$ cat config.mk
export PLATFORM = sky130hd
export DESIGN_NAME = mul_result_queue
export DESIGN_NICKNAME = d
export VERILOG_FILES = /design/src/rtl/mul_result_queue.sv
export SDC_FILE = /design/constraint.sdc
export NUM_CORES = 1
export LEC_CHECK = 0
export BUFFER_PORTS_ARGS = -buffer_cell sky130_fd_sc_hd__buf_2
export CAP_MARGIN = 10
export CORE_ASPECT_RATIO = 1.4
export CORE_UTILIZATION = 64
export CTS_BUF_LIST = sky130_fd_sc_hd__clkbuf_16
export DETAILED_ROUTE_END_ITERATION = 10
export PLACE_DENSITY = 0.95
export REMOVE_ABC_BUFFERS = 1
export SLEW_MARGIN = 20
export SYNTH_ARGS = -nofsm -noshare
export SYNTH_HDL_FRONTEND = slang
export SYNTH_SLANG_ARGS = --single-unit
$ cat constraint.sdc
create_clock -name clk -period 3.2 [get_ports clk]
set_input_delay 0.64 -clock clk [delete_from_list [all_inputs] [get_ports clk]]
set_output_delay 0.64 -clock clk [all_outputs]
set_load 0.03 [all_outputs]
$ cat src/rtl/mul_result_queue.sv
// rtl/mul_result_queue.sv - formats multiplier products and queues them for a valid/ready consumer
module mul_result_queue #(
  parameter int DEPTH = 4,
  parameter int CW    = $clog2(DEPTH) + 1
) (
  input  logic          clk,
  input  logic          rst,
  input  logic          done,
  input  logic [63:0]   product,
  input  logic [1:0]    mode,
  output logic          mul_ready,
  output logic          res_valid,
  output logic [31:0]   res_data,
  output logic          res_ovf,
  input  logic          res_ready,
  output logic [CW-1:0] count,
  output logic          drop_err,
  input  logic          clr_err
);

  localparam int AW = (DEPTH > 1) ? $clog2(DEPTH) : 1;
  localparam logic [CW-1:0] DEPTH_C = CW'(DEPTH);

  // Each entry is {ovf, formatted result}
  logic [32:0]   mem_q [DEPTH];
  logic [32:0]   mem_d [DEPTH];
  logic [AW-1:0] wr_ptr_q, wr_ptr_d;
  logic [AW-1:0] rd_ptr_q, rd_ptr_d;
  logic [CW-1:0] count_q, count_d;
  logic          done_q, done_d;
  logic          drop_err_q, drop_err_d;

  logic          cap, pop, push, ovf;
  logic [31:0]   fmt_data;

  // Edge detect on done, product formatting and overflow classification
  always_comb begin
    cap = done & ~done_q;
    ovf = ~(&product[63:31] | ~|product[63:31]);
    case (mode)
      2'b01:   fmt_data = product[63:32];
      2'b10:   fmt_data = ovf ? (product[63] ? 32'h8000_0000 : 32'h7FFF_FFFF) : product[31:0];
      default: fmt_data = product[31:0];
    endcase
  end

  // Next-state for the queue: a pop frees the slot a same-cycle push needs when full
  always_comb begin
    pop        = res_valid & res_ready;
    push       = cap & ((count_q < DEPTH_C) | pop);
    mem_d      = mem_q;
    wr_ptr_d   = wr_ptr_q;
    rd_ptr_d   = rd_ptr_q;
    count_d    = count_q;
    done_d     = done;
    drop_err_d = drop_err_q;

    if (push) begin
      mem_d[wr_ptr_q] = {ovf, fmt_data};
      wr_ptr_d        = wr_ptr_q + AW'(1);
    end
    if (pop) begin
      rd_ptr_d = rd_ptr_q + AW'(1);
    end
    case ({push, pop})
      2'b10:   count_d = count_q + CW'(1);
      2'b01:   count_d = count_q - CW'(1);
      default: count_d = count_q;
    endcase

    // A lost capture outranks a clear in the same cycle
    if (cap & ~push) begin
      drop_err_d = 1'b1;
    end else if (clr_err) begin
      drop_err_d = 1'b0;
    end
  end

  // State registers with synchronous flush
  always_ff @(posedge clk) begin
    if (rst) begin
      for (int i = 0; i < DEPTH; i++) begin
        mem_q[i] <= '0;
      end
      wr_ptr_q   <= '0;
      rd_ptr_q   <= '0;
      count_q    <= '0;
      done_q     <= 1'b0;
      drop_err_q <= 1'b0;
    end else begin
      mem_q      <= mem_d;
      wr_ptr_q   <= wr_ptr_d;
      rd_ptr_q   <= rd_ptr_d;
      count_q    <= count_d;
      done_q     <= done_d;
      drop_err_q <= drop_err_d;
    end
  end

  // Head of queue falls through; outputs read zero while empty
  always_comb begin
    res_valid = (count_q != '0);
    res_data  = res_valid ? mem_q[rd_ptr_q][31:0] : 32'h0;
    res_ovf   = res_valid ? mem_q[rd_ptr_q][32] : 1'b0;
    mul_ready = (count_q < DEPTH_C);
    count     = count_q;
    drop_err  = drop_err_q;
  end

endmodule
# Word level (Yosys, flattened, before mapping)
# Index checks and enable logic that the tools add are counted.
# word_totals
inputBits	71
out_inout_bits	39
elab_cells	53
reg_bits	141
# op_classes
bitwise	11
order_cmp	4
muxes	14
add_sub_neg	4
reduce_logical	7
eq_ne	4
# ops
op	n
bitwise mux 132 bit	1
2-to-1 mux 33 bit	3
2-to-1 mux 32 bit	3
binary-select mux 33 bit (select 2 bit)	1
demux 33 bit (select 2 bit)	1
one-hot mux 32 bit (2 select lines)	1
AND reduction 33 bit	1
OR reduction 33 bit	1
>= comparator 3 bit, second input constant	2
inverter 2 -> 3 bit	2
one-hot mux 3 bit (2 select lines)	1
adder 2 x 1 -> 2 bit, second input constant	2
AND 1 bit	4
== test 2 x 1 -> 1 bit, second input constant	2
== test 2 bit, second input constant	2
nonzero test 2 bit	2
adder 3 x 1 -> 3 bit, second input constant	1
less-than comparator 3 x 1 -> 1 bit, second input constant	1
less-than comparator 3 bit, second input constant	1
2-to-1 mux 1 bit	3
inverter 1 bit	3
nonzero test 3 bit	1
subtractor 3 x 1 -> 3 bit, second input constant	1
OR 1 bit	2
other kinds (2)	2

# Depth between registers and ports, before layout
# depth
ltp_word	7
depth_mapped	10

# Least setup slack after synthesis
# Ideal clock, no wire load.
# synth_path
path_kind	register to output
start	register rd_ptr_q[1]
end	output res_data[10]
path_slack_ns	0.853
arrival_ns	1.707
path_stages_with_launch	5
n_path_buf	2
cell_sequence	dfxtp_1 clkbuf_1 buf_2 mux4_2 and2_1
# synth_between
elab_chain_cells	5
# synth_lines
item	line_no	rtl
start, declared	28	logic [AW-1:0] rd_ptr_q, rd_ptr_d;
start signal, assigned	93	rd_ptr_q <= rd_ptr_d;
inverter 2 -> 3 bit (implied by the code)	103	res_data = res_valid ? mem_q[rd_ptr_q][31:0] : 32'h0;
binary-select mux 33 bit (select 2 bit)	103	
2-to-1 mux 33 bit (2 in series)	-	
2-to-1 mux 32 bit	103	
end, declared	13	output logic [31:0] res_data,
# Every way passes these cells. The select of a mux whose other input is x is not followed.

# Worst setup path in the final report
# layout_path
start	register rd_ptr_q[1]
end	output res_data[14]
# The elaborated chain is that of the path after synthesis.

==> metrics.log <==
INFO  metric power.clock.fraction = about a third
INFO  metric placementRows = 50
INFO  metric gp_congestion = about 0.88
INFO  metric largest_net_degree_at_the_start_of_global_routing = 66
INFO  metric clkTransAtPathRegs = about 0.06 ns
INFO  metric postSynth.asyncResetShare = 0%
INFO  metric cts_tree = built
INFO  metric internal_power = 3.75 mW
INFO  metric grt_pass1_wl = roughly 46 mm
INFO  metric num-fill-cells = 861
INFO  metric die_height = ~140 um
INFO  metric worst_path_largest_cell_delay = ~0.60 ns
INFO  metric leakage_dissipation = roughly 4.1 nW
INFO  metric slowest_stage = sky130_fd_sc_hd__mux4_2
INFO  metric vias_per_cell = approximately 7.6
INFO  metric most_common_cell_after_layout_fill_and_taps_aside = sky130_fd_sc_hd__dfxtp_1
INFO  metric synthesis.area = 0.00873 mm^2
INFO  metric port_buffers = between 100 and 150
INFO  metric hold_viol = 0
INFO  metric startpoint_type = flop
INFO  metric ys_seq_elements = approximately 140
INFO  metric grt_setup_unrepaired = false
INFO  metric h-tree-depth = 4
INFO  metric cp-end-kind = output port
INFO  metric routedWlPerCell = between 20 and 30 um
INFO  metric antenna_found_initial = 0
INFO  metric period_share = approximately 91%
INFO  metric multi_input_comb_area = around 0.0055 mm^2
INFO  metric cts_inserted_buffers = 17
INFO  metric width_of_the_die = 101 um
INFO  metric top_level_ports = 110
INFO  metric syn_inst = between 900 and 1000
INFO  metric layout_common_cells = 139 x sky130_fd_sc_hd__dfxtp_1, 108 x sky130_fd_sc_hd__buf_2, 103 x sky130_fd_sc_hd__nor2_1, 71 x sky130_fd_sc_hd__a21oi_1
INFO  metric synth_enable_flop_cells = 0
INFO  metric worstHoldPathType = primary input to flop
INFO  metric synthFlopType = sky130_fd_sc_hd__dfxtp_1
INFO  metric critPathRequiredTime = around 2.6 ns
INFO  metric power.density_cell_area = ~600 mW/mm^2
INFO  metric path_buf_inv = 2
INFO  metric post-dp-hpwl = approximately 17 mm
INFO  metric diodes = 0
INFO  metric drc = 0
INFO  metric clock-sinks = around 140
INFO  metric postCtsHoldBufs = 0
INFO  metric placement.cell_area = 0.00944 mm^2
INFO  metric ant_nets = 0
INFO  metric final_area = between 0.01 and 0.015 mm^2
INFO  metric first_iter_violations = approximately 1500
INFO  metric p_seq_share = about a third
INFO  metric design.core.area = around 0.013 mm^2
INFO  metric cts.path.max_buffers = 2
INFO  metric ys.warnings.count = 0
INFO  metric via_count = 9111
INFO  metric comb_power_share = 33.6%
INFO  metric routed_wl = roughly 30 mm
INFO  metric final.setup_skew = 0.00526 ns
INFO  metric finalCriticalPeriod = ~2.9 ns
INFO  metric dr.pass1.iters = 9
INFO  metric swShare = a little under two fifths
INFO  metric worst_ep_arrival_time = about 2.3 ns
INFO  metric synth_cell_types = 42
INFO  metric max_freq = between 300 and 400 MHz
INFO  metric maxSlewHeadroom = between 20% and 30%
INFO  metric clock_tree.root_cell = sky130_fd_sc_hd__clkbuf_16
INFO  metric drv_cap = 0
INFO  metric setup.worst_path.class = flop to output port
INFO  metric worst_ir_drop_vdd = roughly 380 uV
INFO  metric finish.utilization = between 70% and 80%
INFO  metric worst_path_dominant_cell_family = multiplexers
INFO  metric synth-seq-area-share = between 30% and 40%
INFO  metric layout-drive-gt1-share = a little under a quarter
INFO  metric cts_post_setup_buffers_inserted = 0
INFO  metric floorplan.die_area = between 0.01 and 0.015 mm^2
INFO  metric first_global_vias = ~9000
INFO  metric flow.area_growth_from_synthesis = 14.9%
INFO  metric clk-insertion-delay-late = ~0.43 ns
INFO  metric nets = around 1100
INFO  metric final-setup-viol-count = 0
INFO  metric worst_pin_slew = 1.06 ns
INFO  metric post_synth.cell_area_avg = a little over 9 um^2
INFO  metric timing.critical_path.cells = buf_12 > mux4_2 > and2_1 > buf_2
INFO  metric switchingPower = between 2 and 2.5 mW
INFO  metric ff_latch_area = between 0.002 and 0.003 mm^2
INFO  metric grt_remaining_overflow = 0
INFO  metric grt.total_usage = 42.5%
INFO  metric total_of_cells_resized_after_clock_tree_synthesis = 0
INFO  metric final-max-slew-violation-count = 0
INFO  metric outcome = complete, no violations
INFO  metric crit_path_max_fanout = 25
INFO  metric initial_utilization = ~66%
## power by group through the flow
| stage | Sequential (mW) | Combinational, mW | Clock (mW) |
|---|---|---|---|
| after floorplan | 2.11 | 1.18 | 0 |
| after global placement | 2.08 | 1.85 | 0 |
| after detailed placement | 2.09 | 1.90 | 0 |
| after CTS | 2.06 | 1.94 | 1.86 |
| after global routing | 2.08 | 2.12 | 1.93 |
| final | 2.07 | 2.00 | 1.89 |
## synthesized netlist by cell type, types with 3 or more instances
| cell type | n | share of area, % |
|---|---|---|
| sky130_fd_sc_hd__mux2i_1 | 62 | 7.1 |
| sky130_fd_sc_hd__buf_2 | 11 | 0.63 |
| sky130_fd_sc_hd__buf_4 | 3 | 0.26 |
| sky130_fd_sc_hd__ha_1 | 7 | 1.0 |
| sky130_fd_sc_hd__a21o_1 | 31 | 2.7 |
| sky130_fd_sc_hd__and2_1 | 35 | 2.5 |
| sky130_fd_sc_hd__nor2_1 | 105 | 4.5 |
| sky130_fd_sc_hd__nand2_1 | 10 | 0.43 |
| sky130_fd_sc_hd__nand4_1 | 10 | 0.72 |
| sky130_fd_sc_hd__a21oi_2 | 3 | 0.30 |
| sky130_fd_sc_hd__or3_1 | 3 | 0.21 |
| sky130_fd_sc_hd__nand3b_1 | 4 | 0.34 |
| sky130_fd_sc_hd__a2111oi_1 | 40 | 4.6 |
| sky130_fd_sc_hd__clkbuf_1 | 82 | 3.5 |
| sky130_fd_sc_hd__a211o_1 | 62 | 6.2 |
| sky130_fd_sc_hd__nor2b_1 | 3 | 0.21 |
| sky130_fd_sc_hd__a21oi_1 | 73 | 4.2 |
| sky130_fd_sc_hd__dfxtp_1 | 141 | 32 |
| sky130_fd_sc_hd__inv_1 | 10 | 0.43 |
| sky130_fd_sc_hd__nand3_1 | 3 | 0.17 |
| sky130_fd_sc_hd__nor4_1 | 8 | 0.57 |
| sky130_fd_sc_hd__nor3_1 | 62 | 3.6 |
| sky130_fd_sc_hd__mux4_2 | 33 | 8.5 |
| sky130_fd_sc_hd__xor2_1 | 3 | 0.30 |
| sky130_fd_sc_hd__o31ai_1 | 4 | 0.34 |
| sky130_fd_sc_hd__a2111oi_2 | 20 | 3.4 |
| sky130_fd_sc_hd__nand2b_1 | 32 | 2.3 |
| sky130_fd_sc_hd__buf_6 | 4 | 0.52 |
| sky130_fd_sc_hd__a221oi_1 | 62 | 6.2 |
## stage by stage
step	power (mW)	cells	TNS, ns	setup WS (ns)	hold slack [ns]
3_5_place_dp	3.99	1161	0	0.273	0.453
6_report	5.97	1193	0	0.275	0.438
4_1_cts	5.86	1191	0	0.265	0.436
3_3_place_gp	3.93	1161	0	0.404	0.441
2_1_floorplan	3.29	844	-82.58	-0.968	0.427
5_1_grt	6.14	1193	0	0.189	0.451
## layout make-up
| cell class | instances | area share (%) |
|---|---|---|
| Multi-Input combinational cell | 692 | 54.7 |
| Sequential cell | 141 | 28.2 |
| Timing Repair Buffer | 137 | 9.08 |
| Clock buffer | 17 | 4.24 |
| Tap cell | 182 | 2.27 |
| Clock inverter | 13 | 1.11 |
| Inverter | 11 | 0.412 |
## registers in the layout, summed over array words and instances (netlist names)
| name | count |
|---|---|
| count | 3 |
| done_q | 1 |
| drop_err | 1 |
| mem_q | 132 |
| rd_ptr_q | 2 |
| wr_ptr_q | 2 |
## cells by family after synthesis
group / share of synthesized area (%)
xor+xnor: 0.501
mux: 15.6
buf+inv: 5.49
flops: 32.3
compound gates: 28.7
simple gates: 16.1
fa+ha+maj: 1.23
## routing by layer
layer  part of all wire [%]  track usage (%)  up-vias
li1                       -                -     3793
met1                     34             50.2     4216
met2                     46             66.4      851
met3                     13             13.2      251
met4                    7.3             27.7        0
met5                      0                0        -
## worst reg2reg max path: cells and delay by family, from the launching register on
kind	cells	cell delay (ns)
flops	1	0.30
simple gates	3	0.90
compound gates	2	0.91
buf+inv	1	0.27
## path summary, 6_finish.rpt
| path | slack [ns] | endpoint | cells after the start | startpoint |
|---|---|---|---|---|
| setup / recovery | 0.27 | res_data[14] | 4 | rd_ptr_q[1]$_SDFFE_PP0P_ |
| hold / removal | 0.44 | done_q$_SDFF_PP0_ | 2 | done |
| setup reg to reg | 0.67 | mem_q[82]$_SDFFE_PP0P_ | 6 | done_q$_SDFF_PP0_ |
| hold reg to reg | 0.49 | mem_q[131]$_SDFFE_PP0P_ | 2 | mem_q[131]$_SDFFE_PP0P_ |
(Power assumes the default switching activity.)
